### config.mk
export PLATFORM = sky130hd
export DESIGN_NAME = fluid_dispense_station
export DESIGN_NICKNAME = d
export VERILOG_FILES = /design/src/rtl/fluid_pkg.sv /design/src/rtl/visit_counter_bank.sv /design/src/rtl/fluid_dispense_station.sv
export SDC_FILE = /design/constraint.sdc
export NUM_CORES = 1
export LEC_CHECK = 0
export ABC_AREA = 1
export CAP_MARGIN = 10
export CORE_MARGIN = 2
export CORE_UTILIZATION = 25
export CTS_BUF_LIST = sky130_fd_sc_hd__clkbuf_8
export CTS_CLUSTER_SIZE = 16
export DETAILED_ROUTE_END_ITERATION = 7
export PLACE_DENSITY = 0.36
export SKIP_CTS_REPAIR_TIMING = 1
export SYNTH_ARGS = -nofsm -noshare
export SYNTH_HDL_FRONTEND = slang
export SYNTH_SLANG_ARGS = --single-unit
### constraint.sdc
create_clock -name clk -period 27.7 [get_ports clk]
set_input_delay 5.54 -clock clk [delete_from_list [all_inputs] [get_ports clk]]
set_output_delay 5.54 -clock clk [all_outputs]
set_load 0.005 [all_outputs]
### src/rtl/fluid_pkg.sv
// fluid_pkg: shared types and constants for the fluid dispense station.
//   - fluid type encoding, response message codes
//   - per-litre prices, reset stock level, low-stock threshold
//   - loyalty discount tier function (incremented visit count -> percent)
package fluid_pkg;

    typedef enum logic [1:0] {
        FLUID_WATER   = 2'b00,
        FLUID_JUICE   = 2'b01,
        FLUID_CHEM    = 2'b10,
        FLUID_INVALID = 2'b11
    } fluid_e;

    localparam logic [7:0]  MSG_OK             = 8'd0;
    localparam logic [7:0]  MSG_RESTOCK_NEEDED = 8'd1;
    localparam logic [7:0]  MSG_INVALID_FLUID  = 8'd2;

    localparam logic [15:0] WATER_PRICE = 16'd10;
    localparam logic [15:0] JUICE_PRICE = 16'd30;
    localparam logic [15:0] CHEM_PRICE  = 16'd50;
    localparam logic [15:0] INIT_STOCK  = 16'd50;
    localparam logic [15:0] LOW_THRESH  = 16'd10;

    localparam int NUM_USERS  = 16;
    localparam int NUM_FLUIDS = 3;

    // Loyalty tier from the visit count that includes the current request.
    function automatic logic [7:0] discount_tier(input logic [7:0] visits);
        logic [7:0] pct;
        if (visits <= 8'd1) begin
            pct = 8'd0;
        end else if (visits == 8'd2) begin
            pct = 8'd5;
        end else if (visits <= 8'd4) begin
            pct = 8'd10;
        end else begin
            pct = 8'd20;
        end
        return pct;
    endfunction

endpackage

### src/rtl/visit_counter_bank.sv
// visit_counter_bank: 16 saturating 8-bit visit counters.
//   clk, reset (async active-low)
//   inc_en      : increment the selected user's counter on this edge
//   user_id     : selected user
//   count_next  : selected counter + 1 (saturating), combinational, so the
//                 pricing logic sees the count including this request
module visit_counter_bank
    import fluid_pkg::*;
(
    input  logic       clk,
    input  logic       reset,
    input  logic       inc_en,
    input  logic [3:0] user_id,
    output logic [7:0] count_next
);

    logic [7:0] cnt_q [NUM_USERS];

    // Saturating increment of the selected counter.
    always_comb begin
        if (cnt_q[user_id] == 8'hFF) begin
            count_next = 8'hFF;
        end else begin
            count_next = cnt_q[user_id] + 8'd1;
        end
    end

    // Counter storage; only the selected user is written.
    always_ff @(posedge clk or negedge reset) begin
        if (!reset) begin
            for (int i = 0; i < NUM_USERS; i++) begin
                cnt_q[i] <= 8'd0;
            end
        end else if (inc_en) begin
            cnt_q[user_id] <= count_next;
        end
    end

endmodule

### src/rtl/fluid_dispense_station.sv
// fluid_dispense_station: pay-per-litre dispenser with loyalty discount.
//   Request in : req_valid, user_id, fluid_type, volume_l
//   Restock in : restock_valid, restock_type, restock_qty (no response)
//   Response   : resp_valid (1-cycle pulse), visits, original_price,
//                discount_percent, final_price, remaining_qty, message;
//                all registered, held between responses.
//   Optional   : LOW_STOCK_ALARM_EN adds low_stock[2:0] (stock < LOW_THRESH).
//   reset is asynchronous active-low.
module fluid_dispense_station
    import fluid_pkg::*;
(
    input  logic        clk,
    input  logic        reset,
    input  logic        req_valid,
    input  logic [3:0]  user_id,
    input  logic [1:0]  fluid_type,
    input  logic [7:0]  volume_l,
    input  logic        restock_valid,
    input  logic [1:0]  restock_type,
    input  logic [7:0]  restock_qty,
`ifdef LOW_STOCK_ALARM_EN
    output logic [2:0]  low_stock,
`endif
    output logic        resp_valid,
    output logic [7:0]  visits,
    output logic [15:0] original_price,
    output logic [7:0]  discount_percent,
    output logic [15:0] final_price,
    output logic [15:0] remaining_qty,
    output logic [7:0]  message
);

    logic [15:0] stock_q [NUM_FLUIDS];
    logic [15:0] stock_d [NUM_FLUIDS];

    logic        resp_valid_q;
    logic [7:0]  visits_q, disc_q, message_q;
    logic [15:0] orig_q, final_q, remain_q;
    logic [7:0]  visits_d, disc_d, message_d;
    logic [15:0] orig_d, final_d, remain_d;

    logic [7:0]  count_next_s;
    logic [15:0] unit_price_s;
    logic [15:0] gross_s;
    logic [7:0]  tier_s;
    logic [23:0] disc_amt_s;
    logic        invalid_s, short_s, dispense_s;

    visit_counter_bank u_visits (
        .clk        (clk),
        .reset      (reset),
        .inc_en     (req_valid),
        .user_id    (user_id),
        .count_next (count_next_s)
    );

    // Unit price lookup.
    always_comb begin
        case (fluid_type)
            FLUID_WATER: unit_price_s = WATER_PRICE;
            FLUID_JUICE: unit_price_s = JUICE_PRICE;
            FLUID_CHEM:  unit_price_s = CHEM_PRICE;
            default:     unit_price_s = 16'd0;
        endcase
    end

    // Pricing, outcome classification and stock commit.
    always_comb begin
        invalid_s  = (fluid_type == FLUID_INVALID);
        // Judged against pre-restock stock, even when a restock lands this cycle.
        short_s    = !invalid_s && ({8'd0, volume_l} > stock_q[fluid_type]);
        dispense_s = req_valid && !invalid_s && !short_s;
        gross_s    = unit_price_s * {8'd0, volume_l};
        tier_s     = discount_tier(count_next_s);
        disc_amt_s = {8'd0, gross_s} * {16'd0, tier_s};

        for (int i = 0; i < NUM_FLUIDS; i++) begin
            logic [16:0] sum_v;
            stock_d[i] = stock_q[i];
            if (dispense_s && (fluid_type == 2'(i))) begin
                stock_d[i] = stock_q[i] - {8'd0, volume_l};
            end else begin
                stock_d[i] = stock_q[i];
            end
            sum_v = {1'b0, stock_d[i]} + {9'd0, restock_qty};
            if (restock_valid && (restock_type == 2'(i))) begin
                stock_d[i] = sum_v[16] ? 16'hFFFF : sum_v[15:0];
            end else begin
                stock_d[i] = stock_d[i];
            end
        end

        visits_d  = count_next_s;
        if (invalid_s) begin
            message_d = MSG_INVALID_FLUID;
            orig_d    = 16'd0;
            disc_d    = 8'd0;
            final_d   = 16'd0;
            remain_d  = 16'd0;
        end else if (short_s) begin
            message_d = MSG_RESTOCK_NEEDED;
            orig_d    = 16'd0;
            disc_d    = 8'd0;
            final_d   = 16'd0;
            remain_d  = stock_d[fluid_type];
        end else begin
            message_d = MSG_OK;
            orig_d    = gross_s;
            disc_d    = tier_s;
            final_d   = gross_s - 16'(disc_amt_s / 24'd100);
            remain_d  = stock_d[fluid_type];
        end
    end

    // Stock and response registers; response fields hold without a request.
    always_ff @(posedge clk or negedge reset) begin
        if (!reset) begin
            for (int i = 0; i < NUM_FLUIDS; i++) begin
                stock_q[i] <= INIT_STOCK;
            end
            resp_valid_q <= 1'b0;
            visits_q     <= 8'd0;
            orig_q       <= 16'd0;
            disc_q       <= 8'd0;
            final_q      <= 16'd0;
            remain_q     <= 16'd0;
            message_q    <= 8'd0;
        end else begin
            for (int i = 0; i < NUM_FLUIDS; i++) begin
                stock_q[i] <= stock_d[i];
            end
            resp_valid_q <= req_valid;
            if (req_valid) begin
                visits_q  <= visits_d;
                orig_q    <= orig_d;
                disc_q    <= disc_d;
                final_q   <= final_d;
                remain_q  <= remain_d;
                message_q <= message_d;
            end
        end
    end

`ifdef LOW_STOCK_ALARM_EN
    logic [2:0] low_q;

    // Low-stock flags track the committed stock levels.
    always_ff @(posedge clk or negedge reset) begin
        if (!reset) begin
            low_q <= 3'b000;
        end else begin
            for (int i = 0; i < NUM_FLUIDS; i++) begin
                low_q[i] <= (stock_d[i] < LOW_THRESH);
            end
        end
    end

    assign low_stock = low_q;
`endif

    assign resp_valid       = resp_valid_q;
    assign visits           = visits_q;
    assign original_price   = orig_q;
    assign discount_percent = disc_q;
    assign final_price      = final_q;
    assign remaining_qty    = remain_q;
    assign message          = message_q;

endmodule

== Yosys cells after proc, flatten, opt, wreduce, memory -nomap -nowiden ==
Index checks and enable logic that the tools add are counted.

* Flip-flop bits (word level): 249
* Output and inout bits: 73

* $add $sub $neg: 8
* Equal/unequal tests: 7
* Muxes and demuxes: 35
* Reduce and logical (&&, ||, !) cells: 14
* Bitwise operators: 2
* $lt $le $gt $ge: 6
* Div/mod/pow operators: 1
* $mul: 2

{| class="wikitable"
|+ Operators with widths
! cell !! number
|-
| two-way mux 16 bit || 18
|-
| bitwise mux 128 bit || 1
|-
| binary-select mux 16 bit (select 2 bit) || 2
|-
| adder 16 x 8 -> 17 bit || 3
|-
| two-way mux 8 bit || 6
|-
| subtractor 16 x 8 -> 16 bit || 3
|-
| binary-select mux 8 bit (select 4 bit) || 1
|-
| demux 8 bit (select 4 bit) || 1
|-
| divider 24 x 7 -> 24 bit (second input constant) || 1
|-
| multiplier 16 x 8 -> 24 bit || 1
|-
| case mux 6 bit (3 select lines) || 1
|-
| > comparator 8 x 16 -> 1 bit || 1
|-
| multiplier 16 x 8 -> 16 bit || 1
|-
| subtractor 16 bit || 1
|-
| two-way mux 5 bit || 3
|-
| logical AND 1 bit || 10
|-
| adder 8 x 1 -> 8 bit (second input constant) || 1
|-
| == test 8 x 2 -> 1 bit (second input constant) || 1
|-
| == test 8 bit (second input constant) || 1
|-
| less-or-equal comparator 8 x 1 -> 1 bit (second input constant) || 1
|-
| less-or-equal comparator 8 x 3 -> 1 bit (second input constant) || 1
|-
| == test 2 bit (second input constant) || 3
|-
| >= comparator 5 bit (second input constant) || 1
|-
| < comparator 5 x 1 -> 1 bit (second input constant) || 1
|-
| 8 further kinds || 11
|}

== Longest topological paths before layout ==
* Word-level depth: 17
* Mapped depth: 138

== Cells and area by module ==
Synthesis repeated with hierarchy kept, for this count alone.

* Cell total of the unflattened synthesis: 3015
* Area total of the unflattened synthesis: 20870.0 um^2

{| class="wikitable"
|+ Modules (own cells, without submodules)
! module !! cells an instance !! area an instance (um^2) !! instances !! seq. area each (um^2)
|-
| fluid_dispense_station || 2072 || 14254.9 || 1 || 2738.9
|-
| visit_counter_bank || 943 || 6615.1 || 1 || 3203.1
|}

== Worst setup path after synthesis ==
OpenSTA, ideal clock, no wires.

* Path type: in2reg
* Start: in fluid_type[0]
* End: reg final_q[14], in the netlist final_price[14]
* Data required time: 27.577 ns
* Setup slack: 7.171 ns
* Library setup time: 0.123 ns
* Cell stages on the path: 118
* Data arrival time: 20.406 ns
* Cell sequence: clkbuf_1 -> clkinv_1 -> clkbuf_1 -> ha_1 -> clkbuf_1 -> nand2_1 -> fa_1 -> fa_1 -> fa_1 -> fa_1 -> o31ai_1 -> a21oi_1 -> o21bai_1 -> a21oi_1 -> o21ai_0 -> xor2_1 -> nor2_1 -> fa_1 -> (+82 left out) -> o21bai_1 -> nand2_1 -> nand2_1 -> a21oi_1 -> nor2_1 -> nor2_1 -> o21bai_1 -> nand2_1 -> inv_1 -> o21ai_0 -> nand2_1 -> nand2_1 -> inv_1 -> nor2_1 -> nor2_1 -> nor2_1 -> o21ai_0 -> nand2_1

* Cells in the longest elaborated chain, start to end: 8
* Elaborated cells on any way between the ends: 18

{| class="wikitable"
|+ RTL lines
! element !! RTL line !! text
|-
| start, declared || fluid_dispense_station.sv:16 || <nowiki>input logic [1:0] fluid_type,</nowiki>
|-
| == test 2 bit (tied with other cells) || fluid_dispense_station.sv:59 || <nowiki>case (fluid_type)</nowiki>
|-
| case mux 6 bit (3 select lines) or binary-select mux 16 bit (select 2 bit) (tied branches) || fluid_dispense_station.sv:59, fluid_dispense_station.sv:71 ||
|-
| multiplier 16 x 8 -> 16 bit or two-way mux 16 bit (tied branches) || fluid_dispense_station.sv:73, fluid_dispense_station.sv:71 ||
|-
| multiplier 16 x 8 -> 24 bit or two-way mux 16 bit (tied branches) || fluid_dispense_station.sv:75, fluid_dispense_station.sv:71 ||
|-
| divider 24 x 7 -> 24 bit or > comparator 8 x 16 -> 1 bit (tied branches) || fluid_dispense_station.sv:110, fluid_dispense_station.sv:71 ||
|-
| subtractor 16 bit or logical AND 1 bit (tied branches) || fluid_dispense_station.sv:110, fluid_dispense_station.sv:71 ||
|-
| two-way mux 16 bit || fluid_dispense_station.sv:100 || <nowiki>end else if (short_s) begin</nowiki>
|-
| two-way mux 16 bit (*) || fluid_dispense_station.sv:94 || <nowiki>if (invalid_s) begin</nowiki>
|-
| end signal, assigned || fluid_dispense_station.sv:137 || <nowiki>final_q <= final_d;</nowiki>
|-
| end, declared || fluid_dispense_station.sv:38 || <nowiki>logic [15:0] orig_q, final_q, remain_q;</nowiki>
|}

Every way passes the cells marked *; elsewhere a longest branch is shown, timed or not. The select of a mux whose other input is x is not followed.
A chain may end at the register's enable or synchronous reset.

== Worst setup path in the final report ==
* Start: in user_id[0]
* End: reg final_q[14], in the netlist final_price[14]

* Cells in the longest elaborated chain, start to end: 15
* Elaborated cells on any way between the ends: 18

{| class="wikitable"
|+ RTL lines
! element !! RTL line !! text
|-
| start, declared || fluid_dispense_station.sv:15 || <nowiki>input logic [3:0] user_id,</nowiki>
|-
| inverter 4 -> 5 bit (implied by the code) (*) || visit_counter_bank.sv:21, visit_counter_bank.sv:24 ||
|-
| binary-select mux 8 bit (select 4 bit) (*) || visit_counter_bank.sv:21, visit_counter_bank.sv:24 ||
|-
| two-way mux 8 bit (implied by the code) (*) (2 in series) || visit_counter_bank.sv:21, visit_counter_bank.sv:24 ||
|-
| adder 8 x 1 -> 8 bit or == test 8 bit (tied branches) || visit_counter_bank.sv:24, visit_counter_bank.sv:21 ||
|-
| two-way mux 8 bit (*) || visit_counter_bank.sv:21 || <nowiki>if (cnt_q[user_id] == 8'hFF) begin</nowiki>
|-
| less-or-equal comparator 8 x 3 -> 1 bit || fluid_pkg.sv:34 || <nowiki>end else if (visits <= 8'd4) begin</nowiki>
|-
| two-way mux 5 bit || fluid_pkg.sv:34 ||
|-
| two-way mux 5 bit || fluid_pkg.sv:32 || <nowiki>end else if (visits == 8'd2) begin</nowiki>
|-
| two-way mux 5 bit (*) || fluid_pkg.sv:30 || <nowiki>if (visits <= 8'd1) begin</nowiki>
|-
| multiplier 16 x 8 -> 24 bit (*) || fluid_dispense_station.sv:75 || <nowiki>disc_amt_s = {8'd0, gross_s} * {16'd0, tier_s};</nowiki>
|-
| divider 24 x 7 -> 24 bit (*) || fluid_dispense_station.sv:110 || <nowiki>final_d = gross_s - 16'(disc_amt_s / 24'd100);</nowiki>
|-
| subtractor 16 bit (*) || fluid_dispense_station.sv:110 ||
|-
| two-way mux 16 bit (*) || fluid_dispense_station.sv:100 ||
|-
| two-way mux 16 bit (*) || fluid_dispense_station.sv:94 ||
|}

Marks and branches as above.

==> results.cfg <==
[sta]
hold_viol_final = 0
fmax_ghz = 0.0411
tightest_slew_ns = 1.17
skew_ns = 0.0162
setup_tns_ns = 0
final_max_slew_viol_count = 0
relSlewSlack = 0.218
setup-violations-final = 0
whs_ns = 0.478
rsz0062_at_grt = false
fin_crit_ns = 24.32
finalCritPeriodShare = 0.878

[floorplan]
coreArea_um2 = 79100
dieArea_um2 = 82500
ios = 101
die_w_um = 287
start_util = 0.253
rows = 103
die_h_um = 287

[global_route]
antenna_found_initial = 2
use_met2 = 0.265
grt-ovfl-total = 0
use_met1 = 0.233
grt_busiest_layer = met2
grt_use_met3 = 0.0220
grt_max_degree = 123
grt_pass1_wl_mm = 107
grt_pass1_vias = 18400
grt_usage = 0.164

[synthesis]
yosysSeqAreaShare = 0.296
syn_area_per_cell_um2 = 7.15
synth_cells = 2803
post_synth_num_cell_types = 60
syn_area_um2 = 20000
synth_seq_cells = 237
synthFlopType = dfrtp_1
synth_edf_count = 0
yosysWarnings = 0
async_flop_share = 1.00

[detailed_routing]
antenna_left = 0
route.vias.total = 18300
firstDrtPassIters = 5
wl_per_cell_um = 16.8
post-route-drc-count = 0
vias_per_cell = 4.59
drt_wl_total_mm = 67.0
drtIter0Drc = 1092

[cells_and_area]
final_util = 0.293
area_delta_synth_final_pct = 15.8
drive_above_1_share = 0.0875
finalNetCount = 3125
fillerInstances = 8708

[place]
io_buffers = 89
hpwl_mm = 50.7
gp_congestion = 0.825

[cts]
clkLatencyLatePin_ns = 0.63
clock_path_buffers = 3
cts_htree_levels = 2
numClockSinks = 237
cts_buffers = 47
cts_root_buf = clkbuf_8
cts_tree = done
clk_pin_slew_ns = 0.06

[critical_path]
critPathLaunchType = input port
required_ns = 28.20
r2r_cells = 121
reg2reg_slack_ns = 10.28
cp.arrival_ns = 24.82
crit_slowest_cell = nor2_2
path_common_cell = nand2_1
path_class = input port to flop
max_stage_delay_ns = 0.90
worstReg2RegStart = u_visits.cnt_q[113]
cp_max_fo = 20
r2r-end = final_price[14]
cp_top_family = simple AND/OR/NAND/NOR gates
endpoint_kind = flop
path_buf_inv = 13

[worst_hold_path]
worstHoldEndpoint = visits[2]
min_from = visits[2]
worstHoldPathCells = 2
hp-class = flop to flop

[job]
drv_cap = 0

[status]
status = complete, no violations
[final cells by class]
cell class / instances / area, µm² / area share
tap: 1050 / 1310 / 0.0566
multi-input combinational: 2059 / 12200 / 0.524
sequential: 237 / 5940 / 0.256
clock buffer: 64 / 881 / 0.0380
clock inverter: 22 / 133 / 0.00571
timing repair buffer: 120 / 1140 / 0.0490
inverter: 435 / 1640 / 0.0706
antenna: 1 / 2.50 / 0.000108
[layout by cell type, fill, tap and decap left out, types with 13 or more instances in the layout]
cell             synthesis  routed
xnor2_1                 28      28
nand4_1                 44      44
clkdlybuf4s50_1          0      88
a31oi_1                 21      21
nor3_1                  27      25
xor2_1                  56      56
nand2_4                 18      18
nand3_1                154     154
inv_2                   21      22
clkbuf_8                 0      64
clkinv_1                16      16
dfrtp_1                228     228
o21ai_0                193     193
ha_1                   135     135
a21oi_1                173     173
nand2_1                606     606
fa_1                    62      62
nor2_1                 318     317
nand2_2                 48      48
buf_4                   12      29
inv_1                  396     411
o21bai_1                13      13
[cells by family (layout without fill, tap and decap cells)]
family / after synthesis / count (layout) / synth area share
simple gates: 1284 / 1284 / 0.287
buf+inv: 517 / 641 / 0.0995
compound gates: 479 / 479 / 0.132
flops: 237 / 237 / 0.296
fa+ha+maj: 197 / 197 / 0.146
xor+xnor: 84 / 84 / 0.0367
mux: 4 / 4 / 0.00225
other cells: 1 / 12 / 0.000187
[worst max path at each step]
stage | end | slack (ns) | startpoint | cells after the start
floorplan | final_price[14] | 7.17 | fluid_type[0] | 118
CTS | final_price[14] | 3.36 | user_id[0] | 122
finish | final_price[14] | 3.38 | user_id[0] | 122
global placement | final_price[14] | 2.94 | user_id[0] | 121
detailed placement | final_price[14] | 2.73 | user_id[0] | 122
global route | final_price[14] | 1.19 | user_id[0] | 122
[worst min-delay path, stage by stage, from the launching register on]
cell	delay, ns
dfrtp_1	0.34
nand2_1	0.05
nand2_1	0.05
[metal layers]
metal	up-vias	wire, µm	part of all wire
met5	-	0	0
met4	0	1150	0.017
met3	67	2630	0.039
met2	341	30200	0.45
met1	8679	33100	0.49
li1	9225	-	-
[flip-flops by register name (all words and copies together), names as in the netlist]
signal            count
remaining_qty        16
original_price       14
final_price          16
resp_valid            1
visits                8
message               2
u_visits.cnt_q      128
discount_percent      4
stock_q              48
[Yosys cell counts (5+ instances only)]
library cell	n	area, µm²
nor4_1	8	50.1
nand4_2	9	113
clkbuf_1	64	240
a21oi_1	173	866
xnor2_1	28	245
buf_4	12	90.1
o221ai_1	10	87.6
nor2_2	6	37.5
nand2_4	18	203
fa_1	62	1240
nor2_4	5	56.3
o22ai_1	12	75.1
a22o_1	9	78.8
nor2_1	318	1190
inv_1	396	1490
a22oi_1	10	75.1
or2_2	11	68.8
dfrtp_1	228	5710
dfstp_2	9	236
clkinv_1	16	60.1
ha_1	135	1690
a31oi_1	21	131
nand2_1	606	2270
o21ai_0	193	966
xor2_1	56	490
a21o_1	6	45.0
nand4_1	44	275
and2_1	7	43.8
o21bai_1	13	97.6
nand2_2	48	300
nand3_2	11	110
o31ai_1	6	45.0
inv_2	21	78.8
nor3_1	27	135
nand3_1	154	771
nand3b_1	5	37.5
o21ai_1	12	60.1
[per-stage QoR]
| step | cells | area (µm²) | setup slack [ns] |
|---|---|---|---|
| 2_1_floorplan | 2813 | 20100 | 7.17 |
| 3_3_place_gp | 3899 | 22200 | 2.94 |
| 3_5_place_dp | 3899 | 22200 | 2.73 |
| 4_1_cts | 3985 | 23200 | 3.36 |
| 5_1_grt | 3988 | 23200 | 1.19 |
| 6_report | 3988 | 23200 | 3.38 |
Power is not shown: default switching activity piles up to over one toggle a cycle in this logic, so the estimate is an artifact.
